--- src/rtl/gol_board_engine_if.sv ---
// Control/display interface of the Game of Life board engine: game state,
// target cell and player buttons in; board vector and generation status out.
interface gol_board_engine_if #(
  parameter int N = 64
);
  logic [1:0]   game_state;
  logic [6:0]   cell_idx;
  logic         btn0;
  logic         btn1;
  logic [N-1:0] board;
  logic [15:0]  generation;
  logic [6:0]   alive_count;
  logic         busy;
  logic         gen_done;

  modport master (
    output game_state, cell_idx, btn0, btn1,
    input  board, generation, alive_count, busy, gen_done
  );

  modport slave (
    input  game_state, cell_idx, btn0, btn1,
    output board, generation, alive_count, busy, gen_done
  );
endinterface

--- src/rtl/gol_board_engine.sv ---
// Game of Life board engine: holds the cell board, lets the player program it,
// and in RUN computes B3/S23 generations on a torus, one cell per clock.
module gol_board_engine #(
  parameter int ROWS       = 8,
  parameter int COLS       = 8,
  parameter int GEN_PERIOD = 1000
) (
  input  logic               clka,
  input  logic               rst,
  gol_board_engine_if.slave  bus
);
  localparam int N    = ROWS * COLS;
  localparam int IDXW = (N > 1) ? $clog2(N) : 1;
  localparam int CNTW = $clog2(GEN_PERIOD + 1);
  localparam logic [IDXW-1:0] LAST_IDX = IDXW'(N - 1);
  localparam logic [CNTW-1:0] LAST_CNT = CNTW'(GEN_PERIOD - 1);

  typedef enum logic [1:0] {GS_IDLE, GS_PROGRAM, GS_RUN, GS_PAUSE} game_state_t;
  typedef enum logic [1:0] {HOLD, COUNT, SWEEP, COMMIT} engine_state_t;

  game_state_t   gs;
  engine_state_t state_q, state_d;

  logic [N-1:0]      board_q;
  logic [N-1:0]      shadow_q;
  logic [15:0]       gen_q;
  logic [6:0]        alive_q;
  logic [CNTW-1:0]   cnt_q;
  logic [IDXW-1:0]   idx_q;

  logic [3:0]        nbr_count;
  logic              next_cell;
  int                cur_row, cur_col, nr, nc;

  assign gs = game_state_t'(bus.game_state);

  function automatic logic [6:0] popcount(input logic [N-1:0] v);
    logic [6:0] s;
    s = '0;
    for (int i = 0; i < N; i++) s = s + 7'(v[i]);
    return s;
  endfunction

  // Neighbour count of the cell under the sweep index, rows/cols wrapping.
  always_comb begin
    // NOTE: every combinational output gets a default first so no path leaves it unassigned (no latch).
    nbr_count = '0;
    nr        = 0;
    nc        = 0;
    cur_row   = int'(idx_q) / COLS;
    cur_col   = int'(idx_q) % COLS;
    for (int dr = -1; dr <= 1; dr++) begin
      for (int dc = -1; dc <= 1; dc++) begin
        if (dr != 0 || dc != 0) begin
          nr        = (cur_row + dr + ROWS) % ROWS;
          nc        = (cur_col + dc + COLS) % COLS;
          nbr_count = nbr_count + 4'(board_q[IDXW'(nr * COLS + nc)]);
        end
      end
    end
    next_cell = (nbr_count == 4'd3) || (board_q[idx_q] && nbr_count == 4'd2);
  end

  always_ff @(posedge clka or posedge rst) begin
    if (rst) state_q <= HOLD;
    // NOTE: sequential state uses non-blocking assignments so all registers update together.
    else     state_q <= state_d;
  end

  // Only IDLE can abort a sweep; PAUSE and PROGRAM let it commit first.
  always_comb begin
    state_d = state_q;
    if (gs == GS_IDLE) begin
      state_d = HOLD;
    end else begin
      case (state_q)
        HOLD:   if (gs == GS_RUN) state_d = COUNT;
        COUNT: begin
          if (gs == GS_RUN && cnt_q == LAST_CNT) state_d = SWEEP;
          else if (gs == GS_PROGRAM)             state_d = HOLD;
        end
        SWEEP:  if (idx_q == LAST_IDX) state_d = COMMIT;
        COMMIT: state_d = (gs == GS_RUN) ? COUNT : HOLD;
        default: state_d = HOLD;
      endcase
    end
  end

  always_ff @(posedge clka or posedge rst) begin
    if (rst) begin
      board_q  <= '0;
      shadow_q <= '0;
      gen_q    <= '0;
      alive_q  <= '0;
      cnt_q    <= '0;
      idx_q    <= '0;
    end else if (gs == GS_IDLE) begin
      board_q  <= '0;
      shadow_q <= '0;
      gen_q    <= '0;
      alive_q  <= '0;
      cnt_q    <= '0;
      idx_q    <= '0;
    end else begin
      alive_q <= popcount(board_q);
      case (state_q)
        HOLD: begin
          cnt_q <= '0;
          if (gs == GS_PROGRAM && (bus.btn0 ^ bus.btn1) && int'(bus.cell_idx) < N)
            board_q[bus.cell_idx[IDXW-1:0]] <= bus.btn1;
        end
        COUNT: begin
          if (gs == GS_RUN) begin
            if (cnt_q == LAST_CNT) begin
              cnt_q <= '0;
              idx_q <= '0;
            end else begin
              cnt_q <= cnt_q + 1'b1;
            end
          end else if (gs == GS_PROGRAM) begin
            cnt_q <= '0;
          end
        end
        SWEEP: begin
          shadow_q[idx_q] <= next_cell;
          idx_q           <= (idx_q == LAST_IDX) ? '0 : idx_q + 1'b1;
        end
        COMMIT: begin
          board_q <= shadow_q;
          gen_q   <= gen_q + 16'd1;
          alive_q <= popcount(shadow_q);
          cnt_q   <= '0;
        end
        default: cnt_q <= '0;
      endcase
    end
  end

  assign bus.board       = board_q;
  assign bus.generation  = gen_q;
  assign bus.alive_count = alive_q;
  assign bus.busy        = (state_q == SWEEP);
  assign bus.gen_done    = (state_q == COMMIT) && (gs != GS_IDLE);
endmodule

--- src/flat_wrapper.sv ---
// flat-port wrapper written by rule: the top's interface ports become plain ports
module gol_board_engine_flat 
#(
  parameter int ROWS       = 8,
  parameter int COLS       = 8,
  parameter int GEN_PERIOD = 1000
)
  (clka, rst, bus_game_state, bus_cell_idx, bus_btn0, bus_btn1, bus_board, bus_generation, bus_alive_count, bus_busy, bus_gen_done);
  gol_board_engine_if #(.N((ROWS * COLS))) bus_i ();
  input  logic clka;
  input  logic rst;
  input wire logic [$bits(bus_i.game_state)-1:0] bus_game_state;
  input wire logic [$bits(bus_i.cell_idx)-1:0] bus_cell_idx;
  input wire logic [$bits(bus_i.btn0)-1:0] bus_btn0;
  input wire logic [$bits(bus_i.btn1)-1:0] bus_btn1;
  output wire logic [$bits(bus_i.board)-1:0] bus_board;
  output wire logic [$bits(bus_i.generation)-1:0] bus_generation;
  output wire logic [$bits(bus_i.alive_count)-1:0] bus_alive_count;
  output wire logic [$bits(bus_i.busy)-1:0] bus_busy;
  output wire logic [$bits(bus_i.gen_done)-1:0] bus_gen_done;
  assign bus_i.game_state = bus_game_state;
  assign bus_i.cell_idx = bus_cell_idx;
  assign bus_i.btn0 = bus_btn0;
  assign bus_i.btn1 = bus_btn1;
  assign bus_board = bus_i.board;
  assign bus_generation = bus_i.generation;
  assign bus_alive_count = bus_i.alive_count;
  assign bus_busy = bus_i.busy;
  assign bus_gen_done = bus_i.gen_done;
  gol_board_engine #(.ROWS(ROWS), .COLS(COLS), .GEN_PERIOD(GEN_PERIOD)) u_core (.clka(clka), .rst(rst), .bus(bus_i));
endmodule
--- config.mk ---
export PLATFORM = sky130hd
export DESIGN_NAME = gol_board_engine_flat
export DESIGN_NICKNAME = d
export VERILOG_FILES = /design/src/rtl/gol_board_engine_if.sv /design/src/rtl/gol_board_engine.sv /design/src/flat_wrapper.sv
export SDC_FILE = /design/constraint.sdc
export NUM_CORES = 1
export LEC_CHECK = 0
export ABC_AREA = 1
export ABC_CLOCK_PERIOD_IN_PS = 10100
export CAP_MARGIN = 15
export CELL_PAD_IN_SITES_DETAIL_PLACEMENT = 1
export CELL_PAD_IN_SITES_GLOBAL_PLACEMENT = 1
export CORE_ASPECT_RATIO = 1.2
export CORE_UTILIZATION = 35
export CTS_BUF_LIST = sky130_fd_sc_hd__clkbuf_4 sky130_fd_sc_hd__clkbuf_8
export DETAILED_ROUTE_END_ITERATION = 12
export DONT_BUFFER_PORTS = 1
export PLACE_DENSITY_LB_ADDON = 0.1
export RECOVER_POWER = 50
export SKIP_CTS_REPAIR_TIMING = 1
export SLEW_MARGIN = 20
export SYNTH_ARGS = -nofsm -noshare
export SYNTH_HDL_FRONTEND = slang
export SYNTH_SLANG_ARGS = --single-unit
--- constraint.sdc ---
create_clock -name clka -period 10.1 [get_ports clka]
set_clock_uncertainty 0.2 [all_clocks]
set_input_delay 1.515 -clock clka [delete_from_list [all_inputs] [get_ports clka]]
set_output_delay 1.515 -clock clka [all_outputs]
set_load 0.1 [all_outputs]
==> results of run 1 <==
## cells in the mapped netlist (25+ instances only)
cell type,number,share of area
clkbuf_1,41,0.011
a21oi_1,81,0.028
nand3_1,70,0.024
inv_1,279,0.073
dfrtp_1,169,0.29
a22oi_1,25,0.013
o21ai_0,271,0.094
a21oi_2,50,0.030
fa_1,115,0.16
nor2_1,172,0.045
nand2_1,375,0.098
nor3_1,31,0.011
ha_1,52,0.045
## logic make-up (layout without fill, tap and decap cells)
family,Yosys count,after routing,share of synthesized area
buffers and inverters,364,362,0.103
xor gates and xnor gates,15,15,0.00912
AOI/OAI and AO/OA,496,496,0.199
DFF,169,169,0.294
and+or+nand+nor,672,672,0.190
adders and majority gates,167,167,0.205
## final cells by class
cell class | instances | area share
Clock buffer | 21 | 0.0180
Clock inverter | 11 | 0.0125
Inverter | 287 | 0.0704
Multi-Input combinational cell | 1350 | 0.565
Sequential cell | 169 | 0.275
Tap cell | 539 | 0.0439
Timing Repair Buffer | 43 | 0.0147
## worst max-delay path, cell delays in order (launching register included)
cell	delay (ps)
dfrtp_1	1100
inv_1	220
fa_1	600
inv_1	60
fa_1	410
fa_1	610
inv_1	80
fa_1	550
inv_1	70
fa_1	540
fa_1	450
fa_1	560
inv_1	60
fa_1	610
inv_1	60
ha_1	280
nand2_1	50
o21ai_0	240
nand2_1	140
nand2_1	90
a21oi_1	90
nand2_1	70
nand2_1	40
o21ai_0	420
nor2_1	130
## sequential cells by signal, indices dropped and copies added, names as in the netlist
signal,count
u_core.bus.board,64
u_core.shadow_q,64
u_core.bus.generation,16
u_core.cnt_q,10
u_core.bus.alive_count,7
u_core.idx_q,6
u_core.state_q,2
## through the flow
stage / utilization / area (sq um)
final: 0.378 / 15400
after global routing: 0.378 / 15400
after CTS: 0.381 / 15500
after detailed placement: 0.369 / 15000
after global placement: 0.369 / 15000
after floorplan: - / 14400
## worst paths after layout
path,startpoint,endpoint,slack (ps)
setup / recovery,u_core.bus.board[36],u_core.bus.alive_count[5],2190
hold reg to reg,u_core.bus.board[39],u_core.bus.board[39],300
max in group asynchronous,rst,u_core.shadow_q[49],4820
setup reg to reg,u_core.bus.board[36],u_core.bus.alive_count[5],2190
hold / removal,u_core.bus.board[39],u_core.bus.board[39],300
min in group asynchronous,rst,u_core.bus.alive_count[5],2260
## routing by layer
metal	GRT usage	routed length, um
met1	0.367	25400
met2	0.484	28100
met3	0.0429	2500
met4	0.100	1740
met5	0	0
==> results_dict.tcl, run 1 <==
set metrics [dict create \
    run_status "complete, but fails checks" \
    violations "capacitance limit, slew limit" \
    cts_tree "built" \
    track_usage 0.285 \
    finalSetupViolations 0 \
    ff2ff_path_depth 24 \
    wire_per_inst_um 23.9 \
    core_sq_mm 0.0406 \
    vias 13100 \
    clkTransAtPathRegs_ps 100 \
    drt-total-wl_mm 57.8 \
    syn-mean-instance-area_sq_um 7.65 \
    seq_area_sq_mm 0.00423 \
    cp-end-kind "flip-flop" \
    grt_pass1_wl_mm 88.3 \
    holdPathStages 2 \
    gp_congestion 0.905 \
    max_freq_mhz 126 \
    syn_area_sq_mm 0.0144 \
    cts_root_buf "clkbuf_8" \
    fin_crit_sh 0.783 \
    drive_gt1_frac 0.0686 \
    max-cap-violations 10 \
    cts-htree-levels 4 \
    worstSetupStartpointType "flip-flop" \
    die_h_um 224 \
    drc 0 \
    syn_nets 2063 \
    viasPerCell 5.42 \
    multiInputGateArea_sq_mm 0.00869 \
    required_ps 10270 \
    dp_worst_setup_slack_ps 2180 \
    ys_warn_count 0 \
    grt_pass1_vias 13700 \
    async_flop_share 1.00 \
    drt-initial-drc-count 807 \
    die_area_sq_mm 0.0420 \
    cts.sinks 169 \
    synth_edf_count 0 \
    hp-class "flip-flop to flip-flop" \
    maxSlewHeadroom -2.44 \
    nets 2048 \
    final_common_cell "nand2_1" \
    clock_path_buffers 2 \
    numCtsBuffers 17 \
    slew_viol_final 136 \
    dp_cells 2388 \
    ys_ff_latch 169 \
    synth_flop_cell "dfrtp_1" \
    postRouteAntennaNets 0 \
    crit_type "flip-flop to flip-flop" \
    die_w_um 187 \
    layout_common_cells "374 x nand2_1, 278 x inv_1, 270 x o21ai_0" \
    io_pins 102 \
    fin_tns_setup_ps 0 \
    netlist_instances 1883 \
    worstMarginPinSlew_ps 5130 \
    rows 81 \
    clkLatencyLatePin_ps 520 \
    antenna_found_initial 0 \
    synth.distinct_cells 45 \
    hold_viol_final 0 \
    portBuffers 0 \
    timing.hold.ws_ps 305 \
    fillerInstances 5008 \
    initial_utilization 0.354 \
    yosysSeqAreaShare 0.294 \
    areaGrowthSynthToFinish_pct 6.70 \
    rsz0062_at_grt "no" \
    arrival_ps 8090 \
    globalRouteOverflowTotal 0 \
    grt_max_degree 102 \
    hpwl_mm 45.6 \
    setup_slack_ps 2190 \
    crit_fanout 4 \
    stdcell_count 2420 \
    dr.pass1.iters 4 \
    layout_min_cycle_time_ps 7910 \
    antenna_cells 0 \
]
Power of run 1 is left out: the tool's default activity adds up to more than one toggle a clock period on the data nets, which glitch-free logic cannot reach.
==> run 2: changes to the inputs <==
--- a/config.mk
+++ b/config.mk
@@ -6,7 +6,7 @@
 export NUM_CORES = 1
 export LEC_CHECK = 0
 export ABC_AREA = 1
-export ABC_CLOCK_PERIOD_IN_PS = 10100
+export ABC_CLOCK_PERIOD_IN_PS = 6600
 export CAP_MARGIN = 15
 export CELL_PAD_IN_SITES_DETAIL_PLACEMENT = 1
 export CELL_PAD_IN_SITES_GLOBAL_PLACEMENT = 1
==> constraint.sdc (replaced) <==
create_clock -name clka -period 6.6 [get_ports clka]
set_clock_uncertainty 0.2 [all_clocks]
set_input_delay 0.99 -clock clka [delete_from_list [all_inputs] [get_ports clka]]
set_output_delay 0.99 -clock clka [all_outputs]
set_load 0.1 [all_outputs]
==> results_dict.tcl, run 2 (synthesis results as in run 1) <==
set metrics [dict create \
    antenna_cells 0 \
    nets 2104 \
    grt_pass1_vias 13900 \
    hpwl_mm 46.2 \
    clkLatencyLatePin_ps 520 \
    hp-class "flip-flop to flip-flop" \
    cts-htree-levels 4 \
    final_common_cell "nand2_1" \
    drive_gt1_frac 0.101 \
    drt-total-wl_mm 58.3 \
    path_buf_inv 1 \
    worst-r2r-setup-slack_ps 150 \
    rows 81 \
    vias 13400 \
    cpLargestDelayFamily "adder cells" \
    fillerInstances 5062 \
    die_w_um 187 \
    layout_common_cells "374 x nand2_1, 277 x inv_1, 266 x o21ai_0" \
    wire_per_inst_um 23.6 \
    path_cells "ha_1 -> inv_1 -> fa_1 -> fa_1 -> fa_1 -> fa_1 -> fa_1 -> fa_1 -> fa_1 -> fa_1 -> fa_1 -> fa_1 -> o21ai_1 -> a21o_1 -> a21oi_1 -> o22ai_1" \
    areaGrowthSynthToFinish_pct 9.70 \
    grt_max_degree 89 \
    numCtsBuffers 17 \
    worst_r2r_endpoint "u_core.bus.alive_count[6]" \
    crit_type "flip-flop to flip-flop" \
    clkTransAtPathRegs_ps 100 \
    cts_root_buf "clkbuf_8" \
    finalSetupViolations 0 \
    crit_top_cell "fa_1" \
    slew_viol_final 186 \
    arrival_ps 6690 \
    required_ps 6840 \
    grt_use_met2 0.484 \
    crit_fanout 3 \
    antenna_found_initial 1 \
    max_freq_mhz 155 \
    drc 0 \
    worstSetupStartpointType "flip-flop" \
    use_met1 0.365 \
    reg2reg_from "u_core.shadow_q[0]" \
    fin_tns_setup_ps 0 \
    grtUsageMet3 0.0519 \
    ff2ff_path_depth 16 \
    hp-start "u_core.bus.board[62]" \
    cts.sinks 169 \
    track_usage 0.285 \
    fin_crit_sh 0.977 \
    cpMaxStageDelayCell "fa_1" \
    core_sq_mm 0.0406 \
    rsz0062_at_grt "no" \
    clock_path_buffers 2 \
    critPathMaxStageDelay_ps 570 \
    grt_pass1_wl_mm 88.4 \
    portBuffers 0 \
    holdPathStages 2 \
    die_area_sq_mm 0.0420 \
    drt-initial-drc-count 746 \
    gp_congestion 0.909 \
    worstMarginPinSlew_ps 3240 \
    viasPerCell 5.40 \
    grt_busiest_layer "met2" \
    run_status "complete, but fails checks" \
    postRouteAntennaNets 0 \
    globalRouteOverflowTotal 0 \
    initial_utilization 0.354 \
    dr.pass1.iters 5 \
    violations "capacitance limit, slew limit" \
    maxSlewHeadroom -1.16 \
    cp-end-kind "flip-flop" \
    io_pins 102 \
    layout_min_cycle_time_ps 6450 \
    hold_viol_final 0 \
    max-cap-violations 6 \
    die_h_um 224 \
    cts_tree "built" \
    hold_path_end "u_core.bus.board[62]" \
]
[run 2: cell count changes in the layout (fill, tap and decap cells not counted), moves of 3 or more]
cell        change
clkinvlp_4      +3
dfrtp_1        -14
dfrtp_2        +14
o21ai_0         -4
clkbuf_1       +14
buf_4          +40
[run 2: worst max path at each step]
stage	from	to	slack, ps	cells past startpoint
5_1_grt	u_core.shadow_q[0]	u_core.bus.alive_count[6]	0.7	16
2_1_floorplan	u_core.bus.board[52]	u_core.bus.alive_count[6]	30	17
4_1_cts	u_core.bus.board[0]	u_core.bus.alive_count[6]	30	16
3_3_place_gp	u_core.bus.board[0]	u_core.bus.alive_count[6]	160	16
3_5_place_dp	u_core.bus.board[0]	u_core.bus.alive_count[6]	50	16
6_report	u_core.shadow_q[0]	u_core.bus.alive_count[6]	150	16
[run 2: area by class of cell]
class | count | area, sq um | area share
Multi-Input combinational cell | 1350 | 8740 | 0.554
Clock buffer | 21 | 277 | 0.0175
Timing Repair Buffer | 99 | 603 | 0.0382
Inverter | 287 | 1080 | 0.0684
Sequential cell | 169 | 4250 | 0.269
Clock inverter | 11 | 170 | 0.0108
Tap cell | 539 | 674 | 0.0427
[run 2: layer usage]
layer / part of all wire / vias up
li1: - / 6161
met1: 0.43 / 6814
met2: 0.49 / 333
met3: 0.055 / 64
met4: 0.027 / 4
met5: 0.00053 / -
[run 2: stage by stage]
step / std cells / worst slack (ps) / hold WS (ps) / utilization / cell area, sq um
after CTS: 2473 / 27.1 / 152 / 0.391 / 15900
after floorplan: 1883 / 34.2 / 275 / - / 14400
after detailed placement: 2441 / 47.2 / 277 / 0.380 / 15400
after global routing: 2476 / 0.687 / 317 / 0.389 / 15800
final: 2476 / 149 / 297 / 0.389 / 15800
after global placement: 2441 / 159 / 272 / 0.380 / 15400
[run 2: worst min-delay path, stage by stage (launching register included)]
cell and delay, ps:
dfrtp_1 360, nand2_1 50, o21ai_0 60
Power of run 2 is left out for the same reason.
==> run 3: changes to the inputs <==
--- a/config.mk
+++ b/config.mk
@@ -6,7 +6,6 @@
 export NUM_CORES = 1
 export LEC_CHECK = 0
 export ABC_AREA = 1
-export ABC_CLOCK_PERIOD_IN_PS = 6600
 export CAP_MARGIN = 15
 export CELL_PAD_IN_SITES_DETAIL_PLACEMENT = 1
 export CELL_PAD_IN_SITES_GLOBAL_PLACEMENT = 1
==> results of run 3 <==
Same layout as run 2: the final DEF is identical, and so are final timing and power.
Power of run 3 is left out for the same reason.
